--- src/rtl/ascon_hash_arbiter.sv ---
// ascon_hash_arbiter: shares one Ascon hash core between two 64-bit word-stream requesters.
// Latency: grant one cycle after valid in IDLE; word to core one cycle after handshake; result one cycle after core_hash_ready.
// Backpressure: only the owner sees ready, and only while in SEND; the owner is locked until its digest returns.
// Ports: req0_*/req1_* requester streams (valid/ready, data, last); core_* word/ack/digest path to the hash core;
//        res_* tagged digest result (one-cycle res_valid); grant one-hot owner; busy when not idle.
// Optional feature: define ARB_TIMEOUT_EN to enable the WAIT_ACK/WAIT_HASH watchdog (limit TIMEOUT_CYCLES).
module ascon_hash_arbiter #(
  parameter int MAX_WORDS      = 8,
  parameter int TIMEOUT_CYCLES = 1024
) (
  input  logic         clk,
  input  logic         rst_n,
  input  logic         req0_valid,
  input  logic [63:0]  req0_data,
  input  logic         req0_last,
  output logic         req0_ready,
  input  logic         req1_valid,
  input  logic [63:0]  req1_data,
  input  logic         req1_last,
  output logic         req1_ready,
  output logic [63:0]  core_msg,
  output logic         core_msg_valid,
  output logic         core_msg_start,
  output logic         core_msg_last,
  input  logic         core_word_ack,
  input  logic         core_hash_ready,
  input  logic [255:0] core_hash_in,
  output logic [255:0] res_hash,
  output logic         res_valid,
  output logic         res_id,
  output logic         res_err,
  output logic [1:0]   grant,
  output logic         busy
);

  localparam int CW = $clog2(MAX_WORDS + 1);
  localparam logic [CW-1:0] CNT_LAST = CW'(MAX_WORDS - 1);
  localparam logic [CW-1:0] CNT_MAX  = CW'(MAX_WORDS);

  typedef enum logic [1:0] {IDLE, SEND, WAIT_ACK, WAIT_HASH} state_t;

  state_t          state, state_nxt;
  logic            rr;          // requester preferred on the next contended arbitration
  logic            last_pend;   // word currently awaiting ack closes the message
  logic            trunc;       // length guard forced a last in this message
  logic [CW-1:0]   word_cnt;

  logic            sel_valid, sel_last, pick, hs, at_limit, last_eff;
  logic            ack_taken, hash_taken, to_taken, timeout;
  logic [63:0]     sel_data;

  assign req0_ready = (state == SEND) && grant[0];
  assign req1_ready = (state == SEND) && grant[1];
  assign busy       = (state != IDLE);

  always_comb begin
    sel_valid  = grant[1] ? req1_valid : req0_valid;
    sel_data   = grant[1] ? req1_data  : req0_data;
    sel_last   = grant[1] ? req1_last  : req0_last;
    // Contention goes to rr; a lone requester wins regardless of rr.
    pick       = (req0_valid && req1_valid) ? rr : req1_valid;
    hs         = (state == SEND) && sel_valid;
    at_limit   = (word_cnt == CNT_LAST);
    last_eff   = sel_last || at_limit;
    ack_taken  = (state == WAIT_ACK) && core_word_ack;
    hash_taken = (state == WAIT_HASH) && core_hash_ready;
    // A real ack or digest in the same cycle beats the watchdog.
    to_taken   = timeout && !ack_taken && !hash_taken;

    state_nxt = state;
    case (state)
      IDLE:      if (req0_valid || req1_valid) state_nxt = SEND;
      SEND:      if (hs) state_nxt = WAIT_ACK;
      WAIT_ACK: begin
        if (core_word_ack) state_nxt = last_pend ? WAIT_HASH : SEND;
        else if (timeout)  state_nxt = IDLE;
      end
      WAIT_HASH: if (core_hash_ready || timeout) state_nxt = IDLE;
      default:   state_nxt = IDLE;
    endcase
  end

`ifdef ARB_TIMEOUT_EN
  localparam int WW = $clog2(TIMEOUT_CYCLES + 1);
  localparam logic [WW-1:0] WD_LAST = WW'(TIMEOUT_CYCLES - 1);
  logic [WW-1:0] wd_cnt;

  // Restarts on every state change so each wait state gets a full budget.
  always_ff @(posedge clk or negedge rst_n) begin
    if (!rst_n)                                        wd_cnt <= '0;
    else if (state_nxt != state)                       wd_cnt <= '0;
    else if (state == WAIT_ACK || state == WAIT_HASH)  wd_cnt <= wd_cnt + WW'(1);
  end

  assign timeout = (state == WAIT_ACK || state == WAIT_HASH) && (wd_cnt == WD_LAST);
`else
  // Without the watchdog the wait states only exit on core events; TIMEOUT_CYCLES has no effect.
  assign timeout = 1'b0 & (TIMEOUT_CYCLES > 0);
`endif

  always_ff @(posedge clk or negedge rst_n) begin
    if (!rst_n) state <= IDLE;
    else        state <= state_nxt;
  end

  always_ff @(posedge clk or negedge rst_n) begin
    if (!rst_n) begin
      core_msg       <= '0;
      core_msg_valid <= 1'b0;
      core_msg_start <= 1'b0;
      core_msg_last  <= 1'b0;
      res_hash       <= '0;
      res_valid      <= 1'b0;
      res_id         <= 1'b0;
      res_err        <= 1'b0;
      grant          <= 2'b00;
      rr             <= 1'b0;
      last_pend      <= 1'b0;
      trunc          <= 1'b0;
      word_cnt       <= '0;
    end else begin
      core_msg_valid <= 1'b0;
      core_msg_start <= 1'b0;
      core_msg_last  <= 1'b0;
      res_valid      <= 1'b0;

      if (state == IDLE && (req0_valid || req1_valid))
        grant <= pick ? 2'b10 : 2'b01;

      if (hs) begin
        core_msg       <= sel_data;
        core_msg_valid <= 1'b1;
        core_msg_start <= (word_cnt == '0);
        core_msg_last  <= last_eff;
        last_pend      <= last_eff;
        if (word_cnt != CNT_MAX) word_cnt <= word_cnt + CW'(1);
        // Only a last the requester did not ask for counts as truncation.
        if (at_limit && !sel_last) trunc <= 1'b1;
      end

      if (hash_taken || to_taken) begin
        res_valid <= 1'b1;
        res_id    <= grant[1];
        res_err   <= to_taken ? 1'b1 : trunc;
        res_hash  <= to_taken ? '0 : core_hash_in;
        rr        <= ~grant[1];
        grant     <= 2'b00;
        word_cnt  <= '0;
        trunc     <= 1'b0;
        last_pend <= 1'b0;
      end
    end
  end

endmodule

--- config.mk ---
export PLATFORM = sky130hd
export DESIGN_NAME = ascon_hash_arbiter
export DESIGN_NICKNAME = d
export VERILOG_FILES = /design/src/rtl/ascon_hash_arbiter.sv
export SDC_FILE = /design/constraint.sdc
export NUM_CORES = 1
export LEC_CHECK = 0
export CORE_AREA = 2 2 285 287
export DETAILED_ROUTE_END_ITERATION = 10
export DIE_AREA = 0 0 287 289
export DONT_BUFFER_PORTS = 1
export GPL_ROUTABILITY_DRIVEN = 0
export GPL_TIMING_DRIVEN = 1
export HOLD_SLACK_MARGIN = 0.12
export MAX_ROUTING_LAYER = met4
export PLACE_DENSITY = 0.4
export RECOVER_POWER = 25
export SYNTH_ARGS = -nofsm -noshare
export SYNTH_HDL_FRONTEND = slang
export SYNTH_SLANG_ARGS = --single-unit
export TNS_END_PERCENT = 1
--- constraint.sdc ---
create_clock -name clk -period 1.5 [get_ports clk]
set_clock_uncertainty 0.05 [all_clocks]
set_input_delay 0.3 -clock clk [delete_from_list [all_inputs] [get_ports clk]]
set_output_delay 0.3 -clock clk [all_outputs]
set_load 0.01 [all_outputs]
==> run_results.csv <==
group,metric,value,unit
worst_setup_path,cp-start-kind,"flip-flop",
die,dieArea,82900,sq um
worst_setup_path,crit_arrival,1.37,ns
synthesis,syn-cell-area,13400,sq um
clock_tree,cts_tree,"yes",
clock_tree,cts_sinks,337,
sta,period_share,1.15,
grt,grt_pass1_wl,71400,um
synthesis,yosys.area.top_type_share,0.632,
route,first_iter_violations,509,
route,drtPass1Iterations,5,
final_layout,final_cells,2961,
worst_setup_path,r2r_cells,5,
synthesis,synth_cell_type_count,32,
grt,grt_usage,0.113,
sta,slew_headroom,0.603,
sta,fmax,582,MHz
status,failed_checks,"negative hold slack, negative setup slack",
synthesis,synth_top_area_cell,"dfrtp_1",
synthesis,synth_cells,1451,
final_layout,final_cell_mix,"777 x nand2_1, 390 x dlygate4sd3_1, 333 x dfrtp_1",
clock_tree,clock_path_buffers,3,
final_layout,layout_commonest_cell,"nand2_1",
clock_tree,clk_pin_slew,0.06,ns
sta,hold_viol,337,
synthesis,ys_seq_elements,337,
die,coreArea,79900,sq um
final_layout,drive_gt1_frac,0.0912,
sta,slew_violations,0,
placed_design,placedCellCount,2480,
final_layout,syn2layout_area_growth,54.9,%
die,die_h,289,um
route,wl_per_cell,16.4,um
worst_setup_path,r2r-start,"state[1]",
sta,fin_ws,-0.220,ns
synthesis,synth_fp_nets,1845,
die,die_w,287,um
sta,min_period,1.72,ns
synthesis,syn-mean-instance-area,9.20,sq um
worst_setup_path,cp.required,1.15,ns
grt,grt_overflow_total,0,
clock_tree,clk_latency,0.54,ns
job,maxCapViolCount,0,
placed_design,dp_slack,-0.0459,ns
final_layout,final_net_count,2262,
worst_hold_path,hold_path_class,"in2async",
placed_design,port_buffers,0,
die,row_count,104,
clock_tree,htree_levels,2,
status,status,"complete, but fails checks",
grt,grt_pass1_vias,12400,
synthesis,ys_warn_count,0,
sta,worst_pin_slew,0.595,ns
route,route.vias.total,11600,
synthesis,synth_edf_count,0,
clock_tree,cts_buffers,40,
route,wl,48600,um
route,vias_per_cell,3.91,
power_and_ir_drop,powerDensity,1920,nW/um^2
sta,setup_violations,85,
route,drc,0,
worst_setup_path,path_max_fanout,4,
clock_tree,root_buffer,"clkbuf_16",
synthesis,synthTopCellsByArea,"dfrtp_1 63%, nand2_1 22%, mux2i_1 5.2%, o21ai_1 4.8%, clkbuf_1 1.6%",
synthesis,yosysSeqAreaShare,0.632,
placed_design,dp_hpwl,33000,um
sta,hold_ws,-0.586,ns
power_and_ir_drop,leakage,9.84,nW
synthesis,synthArstFlopShare,1.00,
power_and_ir_drop,peakVddDrop,0.000923,V
worst_setup_path,criticalPathCategory,"reg2out",
worst_setup_path,ff2ff_setup_slack,-0.18,ns
worst_setup_path,cp-end-kind,"primary output",
die,ios,723,
die,start_util,0.167,
sta,rsz0062_at_grt,"yes",
grt,antenna_found_initial,4,
route,ant_nets,0,
worst_setup_path,r2r-end,"word_cnt[1]",
grt,grt_max_degree,338,
synthesis,synth_flop_cell,"dfrtp_1",
==> registers in the layout, indices dropped and copies added, names as in the netlist, 2 cells and up <==
signal / cells
word_cnt: 4
res_hash: 256
core_msg: 64
grant: 2
state: 2
==> Yosys cell counts (all sizes together), types with 2 or more instances <==
library cell  count
mux2i            69
ha                2
inv               7
dfrtp           337
nor2              9
nand2           782
nand3             3
mux2              3
buf              31
nor2b             2
a21oi             3
clkbuf           58
nand2b            2
o21ai           129
==> per-layer routing <==
metal	vias to the layer above	part of all wire	track usage	routed length [um]
met3	114	0.090	0.0379	4380
met1	5517	0.35	0.114	17100
met2	538	0.52	0.197	25200
met4	0	0.039	0.0495	1910
met5	-	0	-	0
li1	5395	-	-	-
==> cell families (layout without fill, tap and decap cells) <==
kind of cell	Yosys count	after routing	share of synthesized area
AOI/OAI and AO/OA	140	140	0.0549
adders and majority gates	2	2	0.00187
buffers and inverters	96	542	0.0287
DFF	337	337	0.632
muxes	72	72	0.0543
other	0	4	0
and+or+nand+nor	804	804	0.229
==> final cells by class <==
class	instances	area, sq um
fill	8431	59200
sequential	337	8440
timing repair buffer	464	4820
multi-input combinational	1018	4670
tap	1060	1330
clock buffer	49	1110
clock inverter	22	278
inverter	7	36.3
antenna	4	10.0
==> critical path, cell delays in order, from the launching register on <==
cell and delay (ns):
dfrtp_2 0.44, nand2b_4 0.16, buf_6 0.12, nor2_4 0.11
==> how the worst max path moves through the flow <==
stage | from | to | slack, ns | cells past startpoint
floorplan | grant[1] | word_cnt[1] | -0.13 | 5
global placement | grant[1] | core_msg[26] | -0.02 | 4
detailed placement | grant[1] | core_msg[38] | -0.05 | 4
CTS | state[1] | req0_ready | -0.30 | 3
global route | state[1] | req0_ready | -0.30 | 3
finish | state[1] | req0_ready | -0.22 | 3
==> power breakdown <==
group | total, mW | internal, mW | switching [mW] | leakage, nW
clock | 10.3 | 6.28 | 4.01 | 0.678
sequential | 18.8 | 13.2 | 5.58 | 4.23
combinational | 10.6 | 4.94 | 5.67 | 4.93
total | 39.7 | 24.5 | 15.3 | 9.84
==> per-stage QoR <==
stage	total power, mW	instance area [sq um]	TNS, ns	utilization	hold WS, ns
final	39.7	20700	-5.05	0.259	-0.586
after global routing	42.3	20700	-21.14	0.259	-0.636
after CTS	39.8	20500	-6.20	0.257	-0.639
after detailed placement	27.9	15000	-0.791	0.188	-0.0383
after global placement	27.6	15000	-0.220	0.188	-0.0374
after floorplan	23.7	13400	-4.98	-	-0.0456
==> timing repair <==
item                                   4_1_cts  5_1_grt
gates resized for setup                     27       22
pin swaps                                    4        4
gates cloned                                 1        0
buffers inserted                             9        8
endpoints found under the hold margin      665      338
setup endpoints to repair                   70      320
hold buffers                               388        2
Power figures use the tool's default switching activity.
